`config.mk`:
```
export PLATFORM = sky130hd
export DESIGN_NAME = keypad_scanner_flat
export DESIGN_NICKNAME = d
export VERILOG_FILES = /design/src/rtl/keypad_scanner_if.sv /design/src/rtl/keypad_scanner.sv /design/src/flat_wrapper.sv
export SDC_FILE = /design/constraint.sdc
export NUM_CORES = 1
export LEC_CHECK = 0
export CORE_ASPECT_RATIO = 0.9
export CORE_MARGIN = 4
export CORE_UTILIZATION = 50
export CTS_CLUSTER_DIAMETER = 200
export DETAILED_ROUTE_END_ITERATION = 6
export PLACE_DENSITY_LB_ADDON = 0.1
export SLEW_MARGIN = 5
export SYNTH_ARGS = -nofsm -noshare
export SYNTH_HDL_FRONTEND = slang
export SYNTH_SLANG_ARGS = --single-unit
```
`constraint.sdc`:
```
create_clock -name clk -period 16.7 [get_ports clk]
set_clock_uncertainty 0.05 [all_clocks]
set_input_delay 4.175 -clock clk [delete_from_list [all_inputs] [get_ports clk]]
set_output_delay 4.175 -clock clk [all_outputs]
set_load 0.1 [all_outputs]
```
`src/rtl/keypad_scanner_if.sv`:
```
// Keypad pin and key-code bundle between the board keypad, the scanner and the
// charging-station state machine.
interface keypad_scanner_if;
  logic [3:0] row_in;
  logic [3:0] col_out;
  logic [3:0] key_code;
  logic       key_strobe;

  modport master (
    input  row_in,
    output col_out,
    output key_code,
    output key_strobe
  );

  modport slave (
    output row_in,
    input  col_out,
    input  key_code,
    input  key_strobe
  );
endinterface

```
`src/rtl/keypad_scanner.sv`:
```
// 4x4 keypad scanner with per-scan debounce; code commits DEBOUNCE_SCANS scans after a stable key.
// Define KEY_REPEAT_EN for a repeat strobe every REPEAT_SCANS scans while a key is held.
module keypad_scanner #(
  parameter int unsigned SCAN_DIV       = 50000,
  parameter int unsigned DEBOUNCE_SCANS = 3,
  parameter int unsigned REPEAT_SCANS   = 40
) (
  input logic             clk,
  input logic             rst,
  keypad_scanner_if.master kp
);

  localparam int unsigned      DIV_W      = (SCAN_DIV > 1) ? $clog2(SCAN_DIV) : 1;
  localparam logic [DIV_W-1:0] DIV_LAST   = DIV_W'(SCAN_DIV - 1);
  localparam int unsigned      MATCH_W    = $clog2(DEBOUNCE_SCANS + 1);
  localparam logic [MATCH_W-1:0] MATCH_FULL = MATCH_W'(DEBOUNCE_SCANS);
  localparam logic [3:0]       KEY_NONE   = 4'hF;
  localparam logic [1:0]       COL_LAST   = 2'd3;

  function automatic logic [3:0] key_at(input logic [3:0] pos);
    logic [3:0] code;
    case (pos)
      4'd0:    code = 4'h1;
      4'd1:    code = 4'h2;
      4'd2:    code = 4'h3;
      4'd3:    code = 4'hA;
      4'd4:    code = 4'h4;
      4'd5:    code = 4'h5;
      4'd6:    code = 4'h6;
      4'd7:    code = 4'hB;
      4'd8:    code = 4'h7;
      4'd9:    code = 4'h8;
      4'd10:   code = 4'h9;
      4'd11:   code = 4'hC;
      4'd12:   code = 4'hE;
      4'd13:   code = 4'h0;
      4'd15:   code = 4'hD;
      default: code = KEY_NONE;
    endcase
    return code;
  endfunction

  logic [3:0]       row_meta_q, row_sync_q;
  logic [DIV_W-1:0] div_q, div_d;
  logic [1:0]       col_q, col_d;
  logic [3:0][3:0]  press_q, press_d;
  logic             scan_end_q, scan_end_d;
  logic [3:0]       cand_q, cand_d;
  logic [MATCH_W-1:0] match_q, match_d;
  logic [3:0]       key_q, key_d;
  logic             strobe_q, strobe_d;
  logic             slot_last;
  logic             commit;
  logic [4:0]       hits;
  logic [3:0]       hit_code;
  logic [3:0]       raw;

  // Rows idle high, so the synchroniser resets to "no key".
  always_ff @(posedge clk or posedge rst) begin
    if (rst) begin
      row_meta_q <= 4'hF;
      row_sync_q <= 4'hF;
    end else begin
      row_meta_q <= kp.row_in;
      row_sync_q <= row_meta_q;
    end
  end

  always_comb begin
    slot_last  = (div_q == DIV_LAST);
    div_d      = slot_last ? '0 : div_q + DIV_W'(1);
    col_d      = slot_last ? col_q + 2'd1 : col_q;
    press_d    = press_q;
    if (slot_last) begin
      press_d[col_q] = ~row_sync_q;
    end
    scan_end_d = slot_last && (col_q == COL_LAST);
  end

  always_comb begin
    hits     = '0;
    hit_code = KEY_NONE;
    for (int r = 0; r < 4; r++) begin
      for (int c = 0; c < 4; c++) begin
        if (press_q[c][r]) begin
          hits     = hits + 5'd1;
          hit_code = key_at(4'(r * 4 + c));
        end
      end
    end
    raw = (hits == 5'd1) ? hit_code : KEY_NONE;
  end

`ifdef KEY_REPEAT_EN
  localparam int unsigned      REP_W    = $clog2(REPEAT_SCANS + 1);
  localparam logic [REP_W-1:0] REP_LAST = REP_W'(REPEAT_SCANS - 1);
  logic [REP_W-1:0] rep_q, rep_d;
`else
  logic unused_repeat_cfg;
  assign unused_repeat_cfg = (REPEAT_SCANS == 0);
`endif

  always_comb begin
    cand_d   = cand_q;
    match_d  = match_q;
    key_d    = key_q;
    strobe_d = 1'b0;
    commit   = 1'b0;
    if (scan_end_q) begin
      if (raw != cand_q) begin
        cand_d  = raw;
        match_d = MATCH_W'(1);
      end else if (match_q != MATCH_FULL) begin
        match_d = match_q + MATCH_W'(1);
        commit  = (match_q == MATCH_FULL - MATCH_W'(1));
      end
    end
    // Re-committing the current code is silent; only a fresh non-F code strobes.
    if (commit) begin
      key_d    = cand_q;
      strobe_d = (cand_q != KEY_NONE) && (cand_q != key_q);
    end
`ifdef KEY_REPEAT_EN
    rep_d = rep_q;
    if (scan_end_q) begin
      if (commit || key_q == KEY_NONE) begin
        rep_d = '0;
      end else if (rep_q == REP_LAST) begin
        rep_d    = '0;
        strobe_d = 1'b1;
      end else begin
        rep_d = rep_q + REP_W'(1);
      end
    end
`endif
  end

  always_ff @(posedge clk or posedge rst) begin
    if (rst) begin
      div_q      <= '0;
      col_q      <= '0;
      press_q    <= '0;
      scan_end_q <= 1'b0;
      cand_q     <= KEY_NONE;
      match_q    <= '0;
      key_q      <= KEY_NONE;
      strobe_q   <= 1'b0;
    end else begin
      div_q      <= div_d;
      col_q      <= col_d;
      press_q    <= press_d;
      scan_end_q <= scan_end_d;
      cand_q     <= cand_d;
      match_q    <= match_d;
      key_q      <= key_d;
      strobe_q   <= strobe_d;
    end
  end

`ifdef KEY_REPEAT_EN
  always_ff @(posedge clk or posedge rst) begin
    if (rst) begin
      rep_q <= '0;
    end else begin
      rep_q <= rep_d;
    end
  end
`endif

  assign kp.col_out    = ~(4'b0001 << col_q);
  assign kp.key_code   = key_q;
  assign kp.key_strobe = strobe_q;

endmodule

```
`src/flat_wrapper.sv`:
```
// flat-port wrapper written by rule: the top's interface ports become plain ports
module keypad_scanner_flat 
#(
  parameter int unsigned SCAN_DIV       = 50000,
  parameter int unsigned DEBOUNCE_SCANS = 3,
  parameter int unsigned REPEAT_SCANS   = 40
)
  (clk, rst, kp_row_in, kp_col_out, kp_key_code, kp_key_strobe);
  keypad_scanner_if kp_i ();
  input logic clk;
  input logic rst;
  input wire logic [$bits(kp_i.row_in)-1:0] kp_row_in;
  output wire logic [$bits(kp_i.col_out)-1:0] kp_col_out;
  output wire logic [$bits(kp_i.key_code)-1:0] kp_key_code;
  output wire logic [$bits(kp_i.key_strobe)-1:0] kp_key_strobe;
  assign kp_i.row_in = kp_row_in;
  assign kp_col_out = kp_i.col_out;
  assign kp_key_code = kp_i.key_code;
  assign kp_key_strobe = kp_i.key_strobe;
  keypad_scanner #(.SCAN_DIV(SCAN_DIV), .DEBOUNCE_SCANS(DEBOUNCE_SCANS), .REPEAT_SCANS(REPEAT_SCANS)) u_core (.clk(clk), .rst(rst), .kp(kp_i));
endmodule
```
==> results_dict.tcl, run 1 <==
set metrics [dict create \
    ir_drop_v 0.0000452 \
    fillCellCount 680 \
    outcome "finished, final reports clean" \
    root_buffer "clkbuf_8" \
    antenna_found_initial 0 \
    ff2ff_setup_slack_ps 5910 \
    crit-reg2reg-launch "u_core.press_q[0]$_DFFE_PP0P_" \
    grt_pass1_vias 2929 \
    synth_nets 476 \
    seq_area_frac_synth_pct 33.6 \
    drt-initial-drc-count 107 \
    crit_type "flop to flop" \
    grt_max_degree 55 \
    antenna_cells 0 \
    vias_per_cell 5.47 \
    synth_top_area_cell "dfrtp_1" \
    final_cells 544 \
    worst_slew_pin_slew_ps 976 \
    rows 30 \
    leakage_uw 0.00192 \
    syn2layout_area_growth_pct 6.43 \
    hold_depth 0 \
    ant_nets 0 \
    synthFlopType "dfrtp_1" \
    io_buffers 14 \
    vias 2976 \
    clk_path_buf_depth 2 \
    cts_hold_buf 0 \
    critPathSlowestCell "dfrtp_1" \
    ys_seq_elements 54 \
    fmax_ghz 0.0927 \
    fp.dieH_um 93.8 \
    synth_edf_count 0 \
    cts_setup_buffers 0 \
    post-place-cells 536 \
    ys_types 71 \
    ios 15 \
    hold_class "flop to flop" \
    finalCritPeriodShare_pct 64.6 \
    maxSlewHeadroom_pct 34.7 \
    powerDensity_nw_per_um2 47.8 \
    core_region_area_sq_um 7730 \
    endpoint_kind "flop" \
    hold_end "u_core.row_sync_q[1]$_DFF_PP1_" \
    synthTopCellsByArea "dfrtp_1, dfstp_2, ha_1, xnor2_1, xor2_1" \
    crit_arrival_ps 10970 \
    die_x_um 103 \
    avgSynthCellArea_sq_um 9.16 \
    track_usage_pct 17.2 \
    start_kind "flop" \
    yosys_warnings 0 \
    start_util_pct 52.8 \
    slew_viol_final 0 \
    critical_path_required_ps 16880 \
    r2r-end "u_core.kp.key_code[1]$_DFFE_PP1P_" \
    slowest_delay_ps 400 \
    p_total_uw 208 \
    cts_buffers 5 \
    crit_top_cell "ha_1" \
    drive_gt1_share_pct 11.6 \
    reg2reg_depth 53 \
    grt-ovfl-total 0 \
    max-cap-violations 0 \
    clk_pin_slew_ps 90 \
    clkLatencyLatePin_ps 300 \
    synth_top_area_share_pct 23.3 \
    yosysMostFrequentCell "nand2_1" \
    synthCells 446 \
    rsz0062_at_grt "false" \
    tns_ps 0 \
    die-area_sq_um 9680 \
    drc 0 \
    async_flop_share_pct 100 \
    netlist_area_sq_um 4090 \
    ys_top_cells_by_count "nand2_1, nor2_1, dfrtp_1" \
    hold_path.startpoint "u_core.row_meta_q[1]$_DFF_PP1_" \
    routabilityCongestion 0.799 \
    hpwl_um 5800 \
    drtPass1Iterations 4 \
    cts_resized 0 \
    fin_nets 477 \
    h-tree-depth 2 \
    clock-sinks 54 \
    wirelength_um 7740 \
    period_minus_slack_ps 10790 \
    cts_tree "built" \
    grt_pass1_wl_um 13600 \
    cp_max_fo 7 \
    setup-violations-final 0 \
    wl_per_cell_um 14.2 \
    hold_viol 0 \
]
[registers in the layout, summed over array words and instances, names as in the netlist, 2 cells and up]
name	flops
u_core.cand_q	4
u_core.kp.key_code	4
u_core.press_q	16
u_core.col_q	2
u_core.div_q	16
u_core.row_sync_q	4
u_core.match_q	2
u_core.row_meta_q	4
[final cells by class]
class,instances,area (sq um),share of cell area (%)
multi-input combinational,348,2540,58.4
clock inverter,1,7.51,0.173
tap,96,120,2.76
clock buffer,7,76.3,1.76
timing repair buffer,15,148,3.40
inverter,23,86.3,1.99
sequential,54,1370,31.5
[power by group]
part	switching [uW]	leakage, uW	internal (uW)
Clock	40.9	0.0000385	29.8
Combinational	2.60	0.00120	1.21
Sequential	0.666	0.000683	133
[cell usage in the layout (no fill, tap or decap), drive strengths merged, types with 2 or more instances in the layout]
cell / count
nand2: 50
nor2: 41
dfrtp: 38
xnor2: 34
xor2: 31
ha: 24
inv: 23
o21ai: 22
a21oi: 18
nand3: 18
dfstp: 16
clkdlybuf4s50: 14
mux2: 10
and2: 9
and3: 7
clkbuf: 7
nor4: 5
a31oi: 5
nor3: 5
nand4: 4
o31ai: 4
a41oi: 4
xnor3: 4
or3: 3
nor3b: 3
nor2b: 3
o21a: 3
o22a: 3
or2: 3
a2111oi: 3
a211oi: 2
nand2b: 2
nand3b: 2
o211ai: 2
a21boi: 2
[through the flow]
| step | hold WS [ps] | cell area (sq um) | utilization, % | setup WS (ps) |
|---|---|---|---|---|
| after detailed placement | 298 | 4260 | 55.1 | 5920 |
| after floorplan | 295 | 4090 | - | 6980 |
| after global routing | 314 | 4350 | 56.2 | 4870 |
| after CTS | 312 | 4350 | 56.2 | 5880 |
| final | 311 | 4350 | 56.2 | 5910 |
| after global placement | 297 | 4260 | 55.1 | 6280 |
[worst max-delay path, delay by kind of cell, from the launching register on]
| kind | cells | cell delay, ps |
|---|---|---|
| adders and majority gates | 14 | 4230 |
| AOI/OAI and AO/OA | 13 | 2100 |
| xor gates and xnor gates | 1 | 180 |
| DFF | 1 | 400 |
| muxes | 4 | 1200 |
| and+or+nand+nor | 18 | 2240 |
| buffers and inverters | 3 | 290 |
[worst max-delay path by stage]
stage	from	end	slack [ps]	cells after the start
floorplan	u_core.press_q[0]$_DFFE_PP0P_	u_core.kp.key_code[0]$_DFFE_PP1P_	6980	53
global placement	u_core.press_q[0]$_DFFE_PP0P_	u_core.kp.key_code[2]$_DFFE_PP1P_	6280	53
detailed placement	u_core.press_q[0]$_DFFE_PP0P_	u_core.kp.key_code[1]$_DFFE_PP1P_	5920	53
CTS	u_core.press_q[0]$_DFFE_PP0P_	u_core.kp.key_code[1]$_DFFE_PP1P_	5880	53
global route	u_core.press_q[0]$_DFFE_PP0P_	u_core.kp.key_code[1]$_DFFE_PP1P_	4870	53
finish	u_core.press_q[0]$_DFFE_PP0P_	u_core.kp.key_code[1]$_DFFE_PP1P_	5910	53
[per-layer routing]
| layer | vias up | share of wire (%) | global-route usage, % |
|---|---|---|---|
| met5 | - | 0 | 0 |
| met2 | 32 | 43 | 25.3 |
| met4 | 0 | 1.4 | 3.45 |
| met3 | 8 | 2.5 | 3.12 |
| met1 | 1390 | 53 | 26.5 |
| li1 | 1546 | - | - |
[cell families (layout without fill, tap and decap cells)]
| group | after synthesis | count (layout) | share of synthesized area, % |
|---|---|---|---|
| AND/OR/NAND/NOR | 160 | 160 | 19.0 |
| buffers and inverters | 44 | 46 | 4.29 |
| AO/OA/AOI/OAI | 82 | 82 | 13.8 |
| flip-flops | 54 | 54 | 33.6 |
| multiplexers | 12 | 12 | 3.64 |
| XOR/XNOR | 70 | 70 | 18.3 |
| adder cells (fa/ha/maj) | 24 | 24 | 7.35 |
Power figures use the tool's default switching activity.
==> run 2: changes to the inputs <==
Clock period 16.7 ns to 10.3 ns, I/O delays scaled along.
==> run 2 against run 1 <==
Worst hold slack about the same. Clock-buffer cell count unchanged. Clock power up 60%. Sequential share of layout area down 2.4 points. Wire length up 3.5%. Register-to-register slack worse by 5400 ps. First-iteration DRC count up 9.3%. Critical endpoint is now u_core.match_q[1]$_DFFE_PP0P_. Worst setup slack worse by 5400 ps. Flip-flop and latch count unchanged.
==> results_dict.tcl, run 2 (synthesis results as in run 1) <==
set metrics [dict create \
    endpoint_kind "flop" \
    clkLatencyLatePin_ps 300 \
    track_usage_pct 17.3 \
    power.internal_uw 265 \
    leakage_uw 0.00204 \
    reg_top3 "u_core.div_q: 16 flops, u_core.press_q: 16 flops" \
    drt-initial-drc-count 117 \
    fin_ws_ps 489 \
    post-place-cells 553 \
    grt_pass1_vias 3041 \
    final_cells 566 \
    crit_top_cell "nand2_1" \
    hold_ws_ps 311 \
    cp_max_fo 4 \
    hold_depth 0 \
    fin_nets 499 \
    drtPass1Iterations 4 \
    start_kind "flop" \
    crit_arrival_ps 9970 \
    layout_commonest_cell "nand2_1" \
    slowest_delay_ps 430 \
    ant_nets 0 \
    antenna_found_initial 0 \
    grt-ovfl-total 0 \
    root_buffer "clkbuf_8" \
    p_sw_share_pct 21.0 \
    critPathSlowestCell "dfrtp_1" \
    ios 15 \
    reg2reg_depth 54 \
    wirelength_um 8010 \
    drc 0 \
    cts_buffers 5 \
    wl_per_cell_um 14.2 \
    io_buffers 14 \
    grt_pass1_wl_um 13800 \
    maxSlewHeadroom_pct 33.4 \
    fmax_ghz 0.102 \
    start_util_pct 52.8 \
    combPwrFrac_pct 1.9 \
    finalCritPeriodShare_pct 95.2 \
    die-area_sq_um 9680 \
    core_region_area_sq_um 7730 \
    vias_per_cell 5.52 \
    rows 30 \
    outcome "finished, final reports clean" \
    fp.dieH_um 93.8 \
    period_minus_slack_ps 9810 \
    critical_path_required_ps 10460 \
    clock_power_share_pct 33.8 \
    clk_path_buf_depth 2 \
    slew_viol_final 0 \
    ir_drop_v 0.0000599 \
    p_seq_share_pct 64.3 \
    routabilityCongestion 0.778 \
    cts_hold_buf 0 \
    clock-sinks 54 \
    cts_tree "built" \
    grt_max_degree 55 \
    powerDensity_nw_per_um2 71.2 \
    clk_pin_slew_ps 100 \
    vias 3124 \
    place_ws_ps -127 \
    hold_viol 0 \
    hpwl_um 5910 \
    max-cap-violations 0 \
    switchingPower_uw 70.4 \
    die_x_um 103 \
    worst_slew_pin_slew_ps 996 \
    final_cell_mix "nand2_1, nor2_1, dfrtp_1, xnor2_1, xor2_1" \
    setup-violations-final 0 \
    crit_type "flop to flop" \
    drive_gt1_share_pct 22.8 \
    antenna_cells 0 \
    design_area_sq_um 4710 \
    fin_util_pct 61.0 \
    hold_class "flop to flop" \
    syn2layout_area_growth_pct 15.4 \
    placed_area_sq_um 4390 \
    h-tree-depth 2 \
]
## run 2: changes by cell type in the layout (fill, tap and decap cells not counted), moves of 4 or more
cell,previous run,this run
buf_4,1,23
ha_1,24,16
ha_4,0,6
inv_1,21,17
inv_2,2,6
mux2_1,4,0
mux2_4,1,6
## run 2: critical path, delay by kind of cell, from the launching register on
kind / cells / cell delay, ps
flops: 1 / 430
xor+xnor: 1 / 140
simple gates: 18 / 2000
fa+ha+maj: 14 / 3620
mux: 3 / 860
compound gates: 14 / 2220
buf+inv: 4 / 410
## run 2: metrics by stage
step | TNS [ps] | power, uW
global route | -28.5 | 349
global placement | 0 | 226
detailed placement | -662 | 226
CTS | 0 | 340
floorplan | 0 | 223
finish | 0 | 336
## run 2: area by class of cell
type	count	area (sq um)
clock inverter	1	7.51
sequential	54	1370
multi-input combinational	348	2740
clock buffer	7	76.3
inverter	23	86.3
timing repair buffer	37	313
tap	96	120
fill	650	3020
## run 2: final timing paths
check	from	slack [ps]	end
setup reg to reg	u_core.press_q[0]$_DFFE_PP0P_	490	u_core.match_q[1]$_DFFE_PP0P_
setup / recovery	u_core.press_q[0]$_DFFE_PP0P_	490	u_core.match_q[1]$_DFFE_PP0P_
max in group asynchronous	rst	7030	u_core.press_q[7]$_DFFE_PP0P_
hold / removal	u_core.row_meta_q[3]$_DFF_PP1_	310	u_core.row_sync_q[3]$_DFF_PP1_
min in group asynchronous	rst	2720	u_core.div_q[12]$_DFF_PP0_
hold reg to reg	u_core.row_meta_q[3]$_DFF_PP1_	310	u_core.row_sync_q[3]$_DFF_PP1_
## run 2: what timing repair did
item,CTS,global route
gates resized for setup,2,40
pin swaps,3,11
setup endpoints to repair,9,11
setup buffers,3,2
## run 2: per-layer routing
layer  share of wire, %  track usage (%)  up-vias
met2                 47             27.1       21
met5                  0                0        -
met3                2.4             2.82        2
met4               0.26             2.27        0
li1                   -                -     1591
met1                 50             25.7     1510
## run 2: power by group through the flow
stage | Clock (uW) | Combinational (uW) | Sequential (uW)
final | 113 | 6.22 | 216
after global routing | 125 | 7.15 | 216
after CTS | 117 | 6.47 | 216
after detailed placement | 0 | 6.46 | 220
after global placement | 0 | 6.39 | 220
after floorplan | 0 | 3.08 | 220
